[src/rtl/control_unit.sv]
// Multi-cycle main control FSM for the RV32I core.
// Decodes the IR fields into datapath enables, mux selects and the ALU
// operation code, resolves branches from the ALU zero flag, and sequences
// instruction/data memory accesses through a ready handshake.
module control_unit (
    input  logic       clk,
    input  logic       rst,
    input  logic [6:0] CU_OPCODE_i,
    input  logic [2:0] CU_FUNCT3_i,
    input  logic       CU_FUNCT7B5_i,
    input  logic       CU_ZR_i,
    input  logic       CU_MEM_RDY_i,
    output logic       CU_PC_WR_o,
    output logic       CU_IR_WR_o,
    output logic       CU_MEM_RD_o,
    output logic       CU_MEM_WR_o,
    output logic       CU_ADDR_SEL_o,
    output logic       CU_REG_WR_o,
    output logic [1:0] CU_SRC_A_o,
    output logic [1:0] CU_SRC_B_o,
    output logic       CU_PC_SRC_o,
    output logic       CU_WB_SEL_o,
    output logic [3:0] CU_ALU_OP_o,
    output logic       CU_TRAP_o
);

    typedef enum logic [3:0] {
        S_FETCH, S_DECODE, S_MEM_ADDR, S_MEM_READ, S_MEM_WB, S_MEM_WRITE,
        S_EXEC_R, S_EXEC_I, S_EXEC_U, S_ALU_WB, S_BRANCH, S_JALR_ADDR,
        S_JUMP, S_TRAP
    } state_t;

    localparam logic [6:0] OP_LOAD   = 7'b0000011;
    localparam logic [6:0] OP_STORE  = 7'b0100011;
    localparam logic [6:0] OP_R      = 7'b0110011;
    localparam logic [6:0] OP_I      = 7'b0010011;
    localparam logic [6:0] OP_LUI    = 7'b0110111;
    localparam logic [6:0] OP_AUIPC  = 7'b0010111;
    localparam logic [6:0] OP_BRANCH = 7'b1100011;
    localparam logic [6:0] OP_JAL    = 7'b1101111;
    localparam logic [6:0] OP_JALR   = 7'b1100111;
    localparam logic [6:0] OP_FENCE  = 7'b0001111;

    localparam logic [3:0] ALU_AND  = 4'b0000;
    localparam logic [3:0] ALU_OR   = 4'b0001;
    localparam logic [3:0] ALU_ADD  = 4'b0010;
    localparam logic [3:0] ALU_SUB  = 4'b1010;
    localparam logic [3:0] ALU_GE   = 4'b1100;
    localparam logic [3:0] ALU_GEU  = 4'b1101;
    localparam logic [3:0] ALU_SLT  = 4'b1110;
    localparam logic [3:0] ALU_SLTU = 4'b1111;
    localparam logic [3:0] ALU_SLL  = 4'b0100;
    localparam logic [3:0] ALU_SRL  = 4'b0101;
    localparam logic [3:0] ALU_SRA  = 4'b0111;
    localparam logic [3:0] ALU_XOR  = 4'b1000;

    localparam logic [1:0] SA_PC    = 2'b00;
    localparam logic [1:0] SA_OLDPC = 2'b01;
    localparam logic [1:0] SA_RS1   = 2'b10;
    localparam logic [1:0] SA_ZERO  = 2'b11;
    localparam logic [1:0] SB_RS2   = 2'b00;
    localparam logic [1:0] SB_IMM   = 2'b01;
    localparam logic [1:0] SB_FOUR  = 2'b10;

    state_t     state_reg;
    state_t     state_next;

    logic       pc_wr;
    logic       ir_wr;
    logic       mem_rd;
    logic       mem_wr;
    logic       addr_sel;
    logic       reg_wr;
    logic [1:0] src_a;
    logic [1:0] src_b;
    logic       pc_src;
    logic       wb_sel;
    logic [3:0] alu_op;
    logic       trap;

    // Arithmetic op for R/I-type; SUB only exists for register-register adds.
    function automatic logic [3:0] arith_op(input logic [2:0] f3, input logic b5,
                                            input logic is_r);
        case (f3)
            3'b000:  arith_op = (is_r && b5) ? ALU_SUB : ALU_ADD;
            3'b001:  arith_op = ALU_SLL;
            3'b010:  arith_op = ALU_SLT;
            3'b011:  arith_op = ALU_SLTU;
            3'b100:  arith_op = ALU_XOR;
            3'b101:  arith_op = b5 ? ALU_SRA : ALU_SRL;
            3'b110:  arith_op = ALU_OR;
            default: arith_op = ALU_AND;
        endcase
    endfunction

    // State register; async reset returns to FETCH immediately.
    always_ff @(posedge clk or posedge rst) begin
        if (rst) begin
            state_reg <= S_FETCH;
        end else begin
            state_reg <= state_next;
        end
    end

    // Next-state and state-decoded datapath controls.
    always_comb begin
        state_next = state_reg;
        pc_wr      = 1'b0;
        ir_wr      = 1'b0;
        mem_rd     = 1'b0;
        mem_wr     = 1'b0;
        addr_sel   = 1'b0;
        reg_wr     = 1'b0;
        src_a      = SA_PC;
        src_b      = SB_RS2;
        pc_src     = 1'b0;
        wb_sel     = 1'b0;
        alu_op     = ALU_ADD;
        trap       = 1'b0;
        case (state_reg)
            S_FETCH: begin
                mem_rd = 1'b1;
                src_b  = SB_FOUR;
                ir_wr  = CU_MEM_RDY_i;
                pc_wr  = CU_MEM_RDY_i;
                if (CU_MEM_RDY_i) state_next = S_DECODE;
            end
            S_DECODE: begin
                // Speculatively form the branch/JAL target into ALUOut.
                src_a = SA_OLDPC;
                src_b = SB_IMM;
                case (CU_OPCODE_i)
                    OP_LOAD, OP_STORE: state_next = S_MEM_ADDR;
                    OP_R:              state_next = S_EXEC_R;
                    OP_I:              state_next = S_EXEC_I;
                    OP_LUI, OP_AUIPC:  state_next = S_EXEC_U;
                    OP_BRANCH:         state_next = S_BRANCH;
                    OP_JAL:            state_next = S_JUMP;
                    OP_JALR:           state_next = S_JALR_ADDR;
                    OP_FENCE:          state_next = S_FETCH;
                    default:           state_next = S_TRAP;
                endcase
            end
            S_MEM_ADDR: begin
                src_a      = SA_RS1;
                src_b      = SB_IMM;
                // Stores differ from loads only in opcode bit 5.
                state_next = CU_OPCODE_i[5] ? S_MEM_WRITE : S_MEM_READ;
            end
            S_MEM_READ: begin
                mem_rd   = 1'b1;
                addr_sel = 1'b1;
                if (CU_MEM_RDY_i) state_next = S_MEM_WB;
            end
            S_MEM_WB: begin
                reg_wr     = 1'b1;
                wb_sel     = 1'b1;
                state_next = S_FETCH;
            end
            S_MEM_WRITE: begin
                mem_wr   = 1'b1;
                addr_sel = 1'b1;
                if (CU_MEM_RDY_i) state_next = S_FETCH;
            end
            S_EXEC_R: begin
                src_a      = SA_RS1;
                src_b      = SB_RS2;
                alu_op     = arith_op(CU_FUNCT3_i, CU_FUNCT7B5_i, 1'b1);
                state_next = S_ALU_WB;
            end
            S_EXEC_I: begin
                src_a      = SA_RS1;
                src_b      = SB_IMM;
                alu_op     = arith_op(CU_FUNCT3_i, CU_FUNCT7B5_i, 1'b0);
                state_next = S_ALU_WB;
            end
            S_EXEC_U: begin
                src_a      = (CU_OPCODE_i == OP_LUI) ? SA_ZERO : SA_OLDPC;
                src_b      = SB_IMM;
                state_next = S_ALU_WB;
            end
            S_ALU_WB: begin
                reg_wr     = 1'b1;
                state_next = S_FETCH;
            end
            S_BRANCH: begin
                src_a      = SA_RS1;
                src_b      = SB_RS2;
                pc_src     = 1'b1;
                state_next = S_FETCH;
                // The ALU result is zero exactly when BEQ is taken, and is
                // non-zero (compare true / operands differ) for the others.
                pc_wr      = (CU_FUNCT3_i == 3'b000) ? CU_ZR_i : ~CU_ZR_i;
                case (CU_FUNCT3_i)
                    3'b000, 3'b001: alu_op = ALU_SUB;
                    3'b100:         alu_op = ALU_SLT;
                    3'b101:         alu_op = ALU_GE;
                    3'b110:         alu_op = ALU_SLTU;
                    3'b111:         alu_op = ALU_GEU;
                    default: begin
                        pc_wr      = 1'b0;
                        state_next = S_TRAP;
                    end
                endcase
            end
            S_JALR_ADDR: begin
                src_a      = SA_RS1;
                src_b      = SB_IMM;
                state_next = S_JUMP;
            end
            S_JUMP: begin
                // Jump to the target held in ALUOut while computing the link.
                pc_src     = 1'b1;
                pc_wr      = 1'b1;
                src_a      = SA_OLDPC;
                src_b      = SB_FOUR;
                state_next = S_ALU_WB;
            end
            S_TRAP: begin
                trap = 1'b1;
            end
            default: begin
                state_next = S_FETCH;
            end
        endcase
    end

    // All outputs are held at zero while reset is asserted.
    always_comb begin
        CU_PC_WR_o    = pc_wr    & ~rst;
        CU_IR_WR_o    = ir_wr    & ~rst;
        CU_MEM_RD_o   = mem_rd   & ~rst;
        CU_MEM_WR_o   = mem_wr   & ~rst;
        CU_ADDR_SEL_o = addr_sel & ~rst;
        CU_REG_WR_o   = reg_wr   & ~rst;
        CU_SRC_A_o    = rst ? 2'b00 : src_a;
        CU_SRC_B_o    = rst ? 2'b00 : src_b;
        CU_PC_SRC_o   = pc_src   & ~rst;
        CU_WB_SEL_o   = wb_sel   & ~rst;
        CU_ALU_OP_o   = rst ? 4'b0000 : alu_op;
        CU_TRAP_o     = trap     & ~rst;
    end

endmodule

[config.mk]
export PLATFORM = sky130hd
export DESIGN_NAME = control_unit
export DESIGN_NICKNAME = d
export VERILOG_FILES = /design/src/rtl/control_unit.sv
export SDC_FILE = /design/constraint.sdc
export NUM_CORES = 1
export LEC_CHECK = 0
export CORE_UTILIZATION = 41
export DETAILED_ROUTE_END_ITERATION = 16
export PLACE_DENSITY = 0.85
export SYNTH_ARGS = -nofsm -noshare
export SYNTH_HDL_FRONTEND = slang
export SYNTH_SLANG_ARGS = --single-unit
[constraint.sdc]
create_clock -name clk -period 1.29 [get_ports clk]
set_input_delay 0.258 -clock clk [delete_from_list [all_inputs] [get_ports clk]]
set_output_delay 0.258 -clock clk [all_outputs]
set_load 0.1 [all_outputs]
==> results of run 1 <==
==> cells in the mapped netlist (2+ instances only) <==
cell,count,share of area (%)
nor3_1,8,4.3
clkbuf_1,3,1.2
buf_2,10,5.4
nor4_1,6,4.1
nand3_1,4,2.2
nand4_1,2,1.4
buf_4,2,1.6
nand3b_1,2,1.6
nand2_1,14,5.7
nand2b_1,7,4.7
a31oi_1,2,1.4
nor2_1,13,5.3
and2_1,2,1.4
o21ai_0,10,5.4
o311ai_0,2,1.9
a21oi_1,13,7.0
dfrtp_1,4,11
inv_1,6,2.4
nor3b_1,3,2.4
o22ai_1,3,2.0
nand4b_1,2,1.9
xnor2_1,3,2.8
nor2b_1,9,6.1
a211oi_1,2,1.6
==> cells by family after synthesis <==
family | Yosys count | share of synthesized area, %
simple gates | 76 | 44.2
compound gates | 44 | 30.5
buf+inv | 21 | 10.7
xor+xnor | 4 | 3.78
flops | 4 | 10.8
==> stage by stage <==
stage | hold slack [ns] | TNS [ns] | area [µm²] | worst slack [ns]
2_1_floorplan | 0.0639 | -9.71 | 1270 | -0.763
3_3_place_gp | 0.711 | -9.23 | 2010 | -0.587
==> flow_summary_export.csv, run 1 <==
group,metric,value,unit
yosys,ys_types,41,
placement,place_congestion,0.866,
floorplanning,die_h,49.5,µm
yosys,ys_ff_latch,4,
yosys,ys.flop_type,"dfrtp_1",
yosys,synth_edf_count,0,
placement,numPortBuffers,31,
yosys,async_flop_share,100,%
yosys,yosys_warnings,0,
floorplanning,die_width,49.5,µm
floorplanning,pin_count,32,
status,outcome,"stopped before the end",
status,haltStage,"detailed placement (3_5_place_dp)",
yosys,synth_nets,164,
status,error,"[ERROR DPL-0033] detailed placement checks failed during check placement.",
floorplanning,start_util,45.3,%
yosys,syn_area,926,µm²
yosys,synth-seq-area-share,10.8,%
yosys,syn_area_per_cell,6.21,µm²
floorplanning,fp-row-count,16,
placement,dpl.hpwl,4340,µm
yosys,syn_inst,149,
==> inputs of run 2 (changes only) <==
- CORE_AREA: unset -> 2 2 63 65
- CORE_UTILIZATION: 41 -> unset
- DIE_AREA: unset -> 0 0 65 67
- PLACE_DENSITY: 0.85 -> unset
- PLACE_DENSITY_LB_ADDON: unset -> 0.15
- clock period: 1.29 -> 1.7 ns (I/O delays scaled with it)
==> flow_summary_export.csv, run 2 <==
group,metric,value,unit
status,outcome,"finished, violations left",
status,violations,"negative setup slack",
placement,placed_area,1980,µm²
critical_path,crit_buf_inv,2,
route,drt_first_pass_iters,4,
timing,post-route-period-util,113,%
timing,setup_ws,-0.222,ns
yosys,syn_area,926,µm²
final_layout,final_util,63.8,%
critical_path,cp_cell_sequence,"buf_12 > nor2b_4 > and2_4 > a21oi_2 > a211oi_4 > buf_12",
grt,grt_pass1_vias,1330,
floorplanning,start_util,25.7,%
route,wire_per_inst,14.3,µm
placement,dpl.hpwl,2790,µm
grt,grt_max_degree,18,
placement,post-place-ws,-0.404,ns
grt,antenna_found_initial,0,
yosys,synthDominantCellAreaShare,10.8,%
timing,slew_violations,0,
yosys,syn_area_per_cell,6.21,µm²
grt,grt_overflow_total,0,
yosys,ys_types,41,
timing,min_period,1.92,ns
yosys,synth_edf_count,0,
cts,path_clk_slew,0.03,ns
grt,grt.total_usage,17.7,%
route,drt_iter0_drc,82,
route,viasPerCell,5.18,
yosys,synth-simple-area-share,44.2,%
critical_path,slowest_delay,0.41,ns
timing,worstMarginPinSlew,0.389,ns
final_layout,final_area,2300,µm²
power,leakage,0.926,nW
floorplanning,pin_count,32,
yosys,synth_top_area_cell,"dfrtp_1",
timing,fin_tns_setup,-2.74,ns
cts,cts.hold.buffers_added,0,
yosys,synth_compound_area_share,30.5,%
critical_path,crit_arrival,1.58,ns
critical_path,crit_slowest_cell,"dfrtp_2",
critical_path,critPathKind,"reg2out",
placement,numPortBuffers,31,
critical_path,crit_top_cell,"buf_12",
placement,place_congestion,0.887,
critical_path,critical_path_required,1.36,ns
final_layout,syn_to_final_growth,148,%
yosys,yosys_warnings,0,
critical_path,cp_top_family,"flip-flops",
final_layout,layout_common_cells,"buf_4, buf_12, buf_6",
cts,cts_buffer_depth,2,
final_layout,layout_commonest_cell,"buf_4",
timing,max-slew-margin-rel,73.8,%
power,p_per_area,1580,nW/µm²
floorplanning,coreArea,3610,µm²
yosys,synth-seq-area-share,10.8,%
power,ir_drop,0.633,mV
cts,cts_root_buf,"clkbuf_8",
hold_path,hp-class,"in2async",
floorplanning,die_width,65,µm
critical_path,path_max_fanout,5,
flow_run,cap_violations,0,
cts,clk_latency,0.21,ns
yosys,synthMuxAreaShare,0,%
final_layout,antenna_cells,0,
critical_path,cp-start-kind,"flip-flop",
critical_path,setup.worst_path.end_class,"primary output",
route,vias,1404,
yosys,syn_inst,149,
floorplanning,dieArea,4360,µm²
floorplanning,fp-row-count,22,
timing,rsz0062_at_grt,"true",
yosys,ys_ff_latch,4,
yosys,synth_top_family_by_area,"simple AND/OR/NAND/NOR gates",
yosys,ys.flop_type,"dfrtp_1",
yosys,async_flop_share,100,%
route,antenna_left,0,
yosys,synth_nets,164,
cts,clock-sinks,4,
floorplanning,die_h,67,µm
yosys,synthAdderAreaFrac,0,%
route,drc_errors,0,
route,wirelength,3890,µm
grt,grt_pass1_wl,6210,µm
cts,ctsHtreeMaxLevel,1,
timing,hold_violations,0,
yosys,synth_xor_area_share,3.78,%
final_layout,largest_reg_flops,4,
timing,skew,0.00401,ns
final_layout,fin_nets,239,
cts,cts_tree,"yes",
timing,setup_violations,17,
yosys,synth_top_cells_by_area,"dfrtp_1, a21oi_1, nor2b_1",
yosys,synth_most_common_cell,"nand2_1",
timing,fmax,520,MHz
cts,numCtsBuffers,3,
yosys,synth_commonest_cells,"nand2_1, a21oi_1, nor2_1, buf_2, o21ai_0",
final_layout,drive_gt1_share,58.7,%
==> run 2: area by class of cell <==
class                   count  area, µm²
repair buffers             85        965
fillers                   292       1310
clock buffers               4       45.0
well taps                  48       60.1
multi-input cells         124       1100
flip-flops and latches      4        104
inverters                   6       27.5
==> run 2: logic make-up (layout without fill, tap and decap cells) <==
| family | Yosys count | count (layout) |
|---|---|---|
| AOI/OAI and AO/OA | 44 | 44 |
| and+or+nand+nor | 76 | 76 |
| DFF | 4 | 4 |
| xor gates and xnor gates | 4 | 4 |
| buffers and inverters | 21 | 95 |
==> run 2: path summary, 6_finish.rpt <==
check / to / slack, ns / startpoint / depth (start not counted)
hold / removal: state_reg[3] / 0.35 / rst / 3
max in group asynchronous: state_reg[0] / 1.23 / rst / 3
min in group clk: state_reg[2] / 0.70 / CU_OPCODE_i[2] / 5
setup / recovery: CU_ALU_OP_o[3] / -0.22 / state_reg[3] / 6
hold reg to reg: state_reg[1] / 0.76 / state_reg[0] / 2
setup reg to reg: state_reg[1] / 0.14 / state_reg[1] / 3
==> run 2: power breakdown <==
part           internal (W)  switching (W)  total (W)
Clock              0.000160      0.0000482   0.000208
Sequential         0.000147      0.0000920   0.000239
Combinational       0.00144        0.00174    0.00319
Total               0.00175        0.00188    0.00363
==> run 2: worst reg2reg max path, delay by kind of cell, from the launching register on <==
| kind | cells | cell delay (ns) |
|---|---|---|
| simple gates | 1 | 0.53 |
| flops | 1 | 0.49 |
| buf+inv | 1 | 0.23 |
| compound gates | 1 | 0.22 |
==> run 2: per-stage QoR <==
stage / cells / power, W / hold WS (ns)
global placement: 257 / 0.00295 / 0.833
detailed placement: 257 / 0.00297 / 0.831
finish: 271 / 0.00363 / 0.350
global route: 271 / 0.00382 / 0.356
CTS: 265 / 0.00339 / 0.348
floorplan: 149 / 0.00209 / 0.146
==> run 2: repair_timing <==
item / in CTS / in global routing
setup buffers: 3 / 7
setup endpoints to repair: 18 / 20
pin swaps: 11 / 12
cloned: 1 / 0
gates resized for setup: 34 / 34
==> run 2: metal layers <==
| metal | part of all wire, % | GRT usage, % | up-vias |
|---|---|---|---|
| met4 | 0 | 2.13 | 0 |
| met5 | 0 | 0 | - |
| met2 | 55 | 34.7 | 34 |
| met3 | 3.5 | 1.69 | 0 |
| met1 | 41 | 21.3 | 677 |
| li1 | - | - | 693 |
Note: power is estimated with default switching activity, not from simulation.
